### src/rtl/filter_sequencer.sv
// rtl/filter_sequencer.sv - UART byte assembler, sample FIFO and filter handshake sequencer
module filter_sequencer #(
   parameter int FILT_W     = 33,
   parameter int FIFO_DEPTH = 4,
   parameter int SETUP_CYC  = 2,
   parameter int STROBE_CYC = 1,
   parameter int TIMEOUT    = 1024
) (
   input  logic              clk,
   input  logic              rst,
   input  logic [7:0]        rxByte,
   input  logic              rxValid,
   output logic [FILT_W-1:0] filtIn,
   output logic              filtNewData,
   input  logic [FILT_W-1:0] filtOut,
   input  logic              filtReady,
   output logic [31:0]       resData,
   output logic              resValid,
   input  logic              resReady,
   output logic              busy,
   output logic              overflowErr,
   output logic              timeoutErr,
   output logic [15:0]       sampleCount
);
   localparam int AW = $clog2(FIFO_DEPTH);
   localparam int CW = $clog2(TIMEOUT + SETUP_CYC + STROBE_CYC + 1);
   localparam logic [AW:0] DEPTH_CNT = (AW+1)'(FIFO_DEPTH);

   typedef enum logic [2:0] {IDLE, SETUP, STROBE, WAIT, HOLD} state_t;

   state_t          state, state_nx;
   logic [1:0]      byte_idx;
   logic [23:0]     partial;
   logic [31:0]     mem [FIFO_DEPTH];
   logic [AW-1:0]   wr_ptr, rd_ptr;
   logic [AW:0]     count;
   logic [CW-1:0]   cnt;
   logic            ready_q;
   logic            push, wr_en, full, empty, rise;
   logic            pop, cnt_clr, cnt_inc, capture, timeout_hit, transfer;
   logic            unused_filt;

   // only the low 32 bits of the filter result carry data
   assign unused_filt = ^filtOut;

   assign push  = rxValid && (byte_idx == 2'd3);
   assign full  = (count == DEPTH_CNT);
   assign empty = (count == '0);
   // a full FIFO still accepts a word when the head leaves on the same edge
   assign wr_en = push && (!full || pop);
   // completion is a 0->1 transition, so a level left high from before WAIT is ignored
   assign rise  = filtReady && !ready_q;
   assign busy  = (state != IDLE);

   // byte assembly (MSB first) and FIFO pointer/occupancy bookkeeping
   always_ff @(posedge clk or posedge rst) begin
      if (rst) begin
         byte_idx    <= 2'd0;
         partial     <= 24'd0;
         wr_ptr      <= '0;
         rd_ptr      <= '0;
         count       <= '0;
         overflowErr <= 1'b0;
      end else begin
         if (rxValid) begin
            byte_idx <= byte_idx + 2'd1;
            if (byte_idx != 2'd3)
               partial <= {partial[15:0], rxByte};
         end
         if (wr_en)
            wr_ptr <= wr_ptr + 1'b1;
         if (pop)
            rd_ptr <= rd_ptr + 1'b1;
         if (wr_en && !pop)
            count <= count + 1'b1;
         else if (!wr_en && pop)
            count <= count - 1'b1;
         if (push && !wr_en)
            overflowErr <= 1'b1;
      end
   end

   // FIFO storage, no reset needed since occupancy gates every read
   always_ff @(posedge clk) begin
      if (wr_en)
         mem[wr_ptr] <= {partial, rxByte};
   end

   // sequencer state register
   always_ff @(posedge clk or posedge rst) begin
      if (rst)
         state <= IDLE;
      else
         state <= state_nx;
   end

   // next-state and per-edge control decisions
   always_comb begin
      state_nx    = state;
      pop         = 1'b0;
      cnt_clr     = 1'b0;
      cnt_inc     = 1'b0;
      capture     = 1'b0;
      timeout_hit = 1'b0;
      transfer    = 1'b0;
      case (state)
         IDLE: begin
            if (!empty) begin
               pop      = 1'b1;
               cnt_clr  = 1'b1;
               state_nx = SETUP;
            end
         end
         SETUP: begin
            if (cnt == CW'(SETUP_CYC - 1)) begin
               cnt_clr  = 1'b1;
               state_nx = STROBE;
            end else begin
               cnt_inc = 1'b1;
            end
         end
         STROBE: begin
            if (cnt == CW'(STROBE_CYC - 1)) begin
               cnt_clr  = 1'b1;
               state_nx = WAIT;
            end else begin
               cnt_inc = 1'b1;
            end
         end
         WAIT: begin
            if (rise) begin
               capture  = 1'b1;
               state_nx = HOLD;
            end else if (cnt == CW'(TIMEOUT - 1)) begin
               timeout_hit = 1'b1;
               state_nx    = IDLE;
            end else begin
               cnt_inc = 1'b1;
            end
         end
         HOLD: begin
            if (resReady) begin
               transfer = 1'b1;
               state_nx = IDLE;
            end
         end
         default: state_nx = IDLE;
      endcase
   end

   // filter-side registers, result holding and status
   always_ff @(posedge clk or posedge rst) begin
      if (rst) begin
         filtIn      <= '0;
         filtNewData <= 1'b0;
         resData     <= 32'd0;
         resValid    <= 1'b0;
         timeoutErr  <= 1'b0;
         sampleCount <= 16'd0;
         ready_q     <= 1'b0;
         cnt         <= '0;
      end else begin
         filtNewData <= (state_nx == STROBE);
         ready_q     <= filtReady;
         if (cnt_clr)
            cnt <= '0;
         else if (cnt_inc)
            cnt <= cnt + 1'b1;
         if (pop)
            filtIn <= FILT_W'(mem[rd_ptr]);
         if (capture) begin
            resData  <= filtOut[31:0];
            resValid <= 1'b1;
         end
         if (transfer) begin
            resValid    <= 1'b0;
            sampleCount <= sampleCount + 16'd1;
         end
         if (timeout_hit)
            timeoutErr <= 1'b1;
      end
   end
endmodule

### config.mk
export PLATFORM = sky130hd
export DESIGN_NAME = filter_sequencer
export DESIGN_NICKNAME = d
export VERILOG_FILES = /design/src/rtl/filter_sequencer.sv
export SDC_FILE = /design/constraint.sdc
export NUM_CORES = 1
export LEC_CHECK = 0
export CAP_MARGIN = 20
export CORE_MARGIN = 2
export CORE_UTILIZATION = 50
export CTS_CLUSTER_DIAMETER = 200
export CTS_CLUSTER_SIZE = 20
export DETAILED_ROUTE_END_ITERATION = 10
export PLACE_DENSITY = 0.76
export REMOVE_ABC_BUFFERS = 1
export SLEW_MARGIN = 20
export SYNTH_ARGS = -nofsm -noshare
export SYNTH_HDL_FRONTEND = slang
export SYNTH_SLANG_ARGS = --single-unit
### constraint.sdc
create_clock -name clk -period 8.2 [get_ports clk]
set_input_delay 1.64 -clock clk [delete_from_list [all_inputs] [get_ports clk]]
set_output_delay 1.64 -clock clk [all_outputs]
set_load 0.005 [all_outputs]
# ---- After elaboration in Yosys (flattened, before gate mapping)
# Memories as Yosys holds them, arrays and structs flattened. A register that Yosys moved wholly into a read port is not among the register bits.
# Cells that the tools add are included.
dict set report word_totals {
  register_bits 100
  mem_bits_rw 128
  input_bits 46
  out_inout_bits 86
  word_cells 83
  mem_count 1
}
dict set report op_classes {
  add_sub_neg 7
  eq_ne 10
  n_mux 32
  n_reduce_logical 19
}
# name words word_bits read_ports rd_clocked_by_memory_dff wr line_no
set mem_list {}
lappend mem_list {mem 4 32 1 1 1 34} ;# logic [31:0] mem [FIFO_DEPTH];
# op count
set op_table {}
lappend op_table {{3-bit 2-to-1 mux} 8}
lappend op_table {{11-bit 2-to-1 mux} 2}
lappend op_table {{1-bit 2-to-1 mux} 19}
lappend op_table {{16-bit by 1-bit adder with 16-bit output, second input constant} 1}
lappend op_table {{3-bit one-hot mux with 5 select lines} 1}
lappend op_table {{11-bit by 1-bit adder with 11-bit output, second input constant} 1}
lappend op_table {{11-bit by 1-bit equality test with 1-bit output, second input constant} 1}
lappend op_table {{11-bit by 10-bit equality test with 1-bit output, second input constant} 1}
lappend op_table {{11-bit zero test} 1}
lappend op_table {{3-bit by 2-bit equality test with 1-bit output, second input constant} 3}
lappend op_table {{2-bit by 1-bit adder with 2-bit output, second input constant} 3}
lappend op_table {{3-bit equality test, second input constant} 2}
lappend op_table {{1-bit logical AND} 6}
lappend op_table {{3-bit zero test} 2}
lappend op_table {{1-bit one-hot mux with 3 select lines} 2}
lappend op_table {{2-bit nonzero test} 3}
lappend op_table {{1-bit zero test} 4}
lappend op_table {{3-bit by 1-bit adder with 3-bit output, second input constant} 1}
lappend op_table {{3-bit by 1-bit equality test with 1-bit output, second input constant} 1}
lappend op_table {{3-bit nonzero test} 1}
lappend op_table {{3-bit by 1-bit subtractor with 3-bit output, second input constant} 1}
lappend op_table {{2-bit equality test, second input constant} 1}
lappend op_table {{2-bit inequality test, second input constant} 1}
lappend op_table {{2-bit AND reduction} 1}
lappend op_table {{1-bit logical OR} 1}

# ---- Depth between registers and ports, before layout
dict set report depth {
  word_depth 9
  mapped_depth 11
  mapped_depth_nobuf 10
}

# ---- Least setup slack after synthesis
# No wires, ideal clock.
dict set report synth_path {
  kind {input to register}
  from {input rxValid}
  to {memory mem[0][0] (enable)}
  setup_ns 0.392
  t_arrival_ns 2.813
  required_time_ns 7.808
  slack_ns 4.995
  cell_stages 3
  n_path_buf 0
  cell_sequence {nand2_1 -> nor2_1 -> and2_1}
}
dict set report synth_between {
  elab_chain_len 4
}
# element line_no
set synth_rtl {}
lappend synth_rtl {{from (decl)} 12} ;# input logic rxValid,
lappend synth_rtl {{1-bit logical AND} 46} ;# assign push = rxValid && (byte_idx == 2'd3);
lappend synth_rtl {{1-bit logical AND} 50} ;# assign wr_en = push && (!full || pop);
lappend synth_rtl {{net wr_en} 39} ;# logic push, wr_en, full, empty, rise;
lappend synth_rtl {{1-bit 2-to-1 mux} 85} ;# if (wr_en)
lappend synth_rtl {{1-bit 2-to-1 mux (implied by the code)} 86} ;# mem[wr_ptr] <= {partial, rxByte};
lappend synth_rtl {{to (decl)} 34}
# The timed path passes the listed nets, and every way through them passes these cells.

# ---- Final worst setup path
dict set report layout_path {
  from {input rxValid}
  to {memory mem[0][27] (enable)}
}
# The elaborated chain is that of the path after synthesis.

==> impl_metrics.tcl <==
set metrics [dict create \
    status "complete, no violations" \
    ys_types 56 \
    fillers 1493 \
    first_global_vias 5974 \
    mostFrequentLayoutCell "nand2_1" \
    diodes 0 \
    grt-ovfl-total 0 \
    die-area_sq_mm 0.02134 \
    ant_nets 0 \
    p_switching_w 0.001236 \
    port_buffers 129 \
    grtUsageTotal 0.1835 \
    num_vias 5740 \
    tightestPinTransition_ps 819.6 \
    postSynthAreaPerCell_sq_um 14.87 \
    cp-end-kind "flip-flop" \
    layout-drive-gt1-share 0.1451 \
    design_area_sq_mm 0.01215 \
    power.share.combinational 0.321 \
    ys.warnings.count 0 \
    drv_slew 0 \
    wl_per_cell_microns 17.63 \
    period_share 0.4556 \
    rsz0062_at_grt "no" \
    path_max_fanout 17 \
    viasPerCell 5.290 \
    cts_sinks 260 \
    synthCells 679 \
    hold_viol_final 0 \
    area_delta_synth_final_pct 20.39 \
    peakVddDrop_v 0.0001824 \
    syn-cell-area_sq_mm 0.01009 \
    synthArstFlopShare 0.5077 \
    fmax_ghz 0.2677 \
    final_cell_mix "nand2_1 (183), dfrtp_1 (131), clkdlybuf4s50_1 (129), edfxtp_1 (128), mux2_2 (35)" \
    cp.required_ps 8360 \
    cts_tree "done" \
    post_cts_buffers 0 \
    routed_wl_mm 19.13 \
    gp_congestion 0.8233 \
    clk_pin_slew_ps 90 \
    cts-resized-gates 0 \
    p_leak_nw 4.841 \
    finalSetupViolCount 0 \
    die_w_microns 146.1 \
    firstDrtPassIters 4 \
    post-route-min-period_ps 3736 \
    core.rowCount 51 \
    die_h_microns 146.1 \
    clockPowerShare 0.193 \
    cts_hold_buf 0 \
    cts_buffer_depth 3 \
    pwr_density_cell_mw_per_mm2 335.2 \
    slew_headroom 0.4518 \
    startpoint_type "input port" \
    core_area_sq_mm 0.01965 \
    drc 0 \
    fin_skew_ps 11.02 \
    num_io_pins 132 \
    cap_violations 0 \
    clk_latency_ps 490 \
    grt_start_max_net_pins 87 \
    worst-r2r-setup-slack_ps 5210 \
    holdCritPathClass "reg2reg" \
    cp_data_arrival_time_ps 3900 \
    placed_area_sq_mm 0.01168 \
    seq_power_share 0.486 \
    final_nets 868 \
    synth_top_flop_cell "dfrtp_1" \
    ys_seq_elements 260 \
    grt_pass1_wl_mm 31.46 \
    ys_seq_area_frac 0.7080 \
    switching_share 0.3034 \
    start_util 0.5136 \
    numCtsBuffers 16 \
    crit_type "in2reg" \
    htree_levels 1 \
    dpl.hpwl_mm 11.80 \
    tns_ps 0 \
    antenna_found_initial 0 \
    synth_edf_count 128 \
    internal-power_w 0.002837 \
    first_iter_violations 347 \
    cts_root_buf "clkbuf_16" \
]
-- per-stage QoR --
step	utilization	hold WS (ps)	setup slack [ps]	std cells	total power, W
2_1_floorplan	-	448.0	3034	653	0.002689
3_3_place_gp	0.5944	460.6	4034	1058	0.003269
3_5_place_dp	0.5944	464.5	3964	1058	0.003331
4_1_cts	0.6180	483.9	4464	1085	0.004126
5_1_grt	0.6183	497.6	4349	1085	0.004331
6_report	0.6183	477.7	4464	1085	0.004073
-- cell type report --
cell class                 instances  area [sq um]  area share
multi-input combinational        378          2775      0.2284
clock buffer                      27         462.9     0.03809
tap                              265         331.6     0.02728
inverter                          15         61.31    0.005045
sequential                       260          7148      0.5882
timing repair buffer             140          1374      0.1130
-- synth_stat cells (2+ instances only) --
cell | instances | area share
nor2b_1 | 2 | 0.0012
edfxtp_1 | 128 | 0.38
and3_1 | 2 | 0.0012
mux4_2 | 32 | 0.071
inv_1 | 14 | 0.0052
mux2_2 | 35 | 0.039
nand4_1 | 8 | 0.0050
o21ai_2 | 2 | 0.0017
or3_2 | 4 | 0.0030
a22o_2 | 2 | 0.0020
and2_1 | 4 | 0.0025
dfrtp_1 | 132 | 0.33
nor2_1 | 12 | 0.0045
ha_1 | 10 | 0.012
nand2b_1 | 2 | 0.0012
xnor2_1 | 15 | 0.013
nor3b_1 | 2 | 0.0015
xor2_1 | 7 | 0.0061
o21ai_0 | 5 | 0.0025
nand2_1 | 183 | 0.068
nand3_1 | 10 | 0.0050
clkbuf_1 | 19 | 0.0071
a21boi_1 | 3 | 0.0022
o211ai_1 | 5 | 0.0037
and2b_2 | 2 | 0.0017
buf_2 | 3 | 0.0015
nor3_1 | 3 | 0.0015
o31ai_1 | 5 | 0.0037
-- routing by layer --
| layer | global-route usage | up-vias | share of wire | wire length [microns] |
|---|---|---|---|---|
| met5 | 0 | - | 0 | 0 |
| met2 | 0.3045 | 179 | 0.48 | 9095 |
| met3 | 0.02906 | 22 | 0.050 | 956 |
| li1 | - | 2664 | - | - |
| met4 | 0.04223 | 0 | 0.014 | 260 |
| met1 | 0.2600 | 2875 | 0.46 | 8820 |
-- registers in the layout (all words and copies together) (netlist names) --
register and count:
resValid 1, rd_ptr 2, resData 32, overflowErr 1, sampleCount 16, timeoutErr 1, partial 24, filtIn 32
state 3, wr_ptr 2, cnt 11, count 3, ready_q 1, filtNewData 1, mem 128, byte_idx 2
-- critical path: stages --
cell and delay, ps:
clkdlybuf4s50_1 590, nand2_1 70, nor2_1 400, and2_1 740
buf_4 420
-- cells by family after synthesis --
kind of cell,count (synthesis),share of synthesized area
multiplexers,67,0.1104
other,1,0.0003715
AND/OR/NAND/NOR,245,0.1054
adder cells (fa/ha/maj),11,0.01438
AO/OA/AOI/OAI,32,0.02405
buffers and inverters,41,0.01834
flip-flops,260,0.7080
XOR/XNOR,22,0.01909
-- worst paths after layout --
check                              end   startpoint  cells after the start
setup reg to reg              count[1]     state[2]                      9
hold reg to reg            overflowErr  overflowErr                      1
min in group asynchronous   resData[0]          rst                      2
hold / removal             overflowErr  overflowErr                      1
max in group asynchronous    rd_ptr[0]          rst                      3
setup / recovery            mem[0][27]      rxValid                      5
-- power by group through the flow --
stage                     Clock, W  Sequential (W)  Combinational (W)
final                     0.000786         0.00198            0.00131
after global routing      0.000856         0.00203            0.00144
after CTS                 0.000811         0.00198            0.00133
after detailed placement         0         0.00201            0.00132
after global placement           0         0.00198            0.00129
after floorplan                  0         0.00201           0.000676
Power figures use the tool's default switching activity.
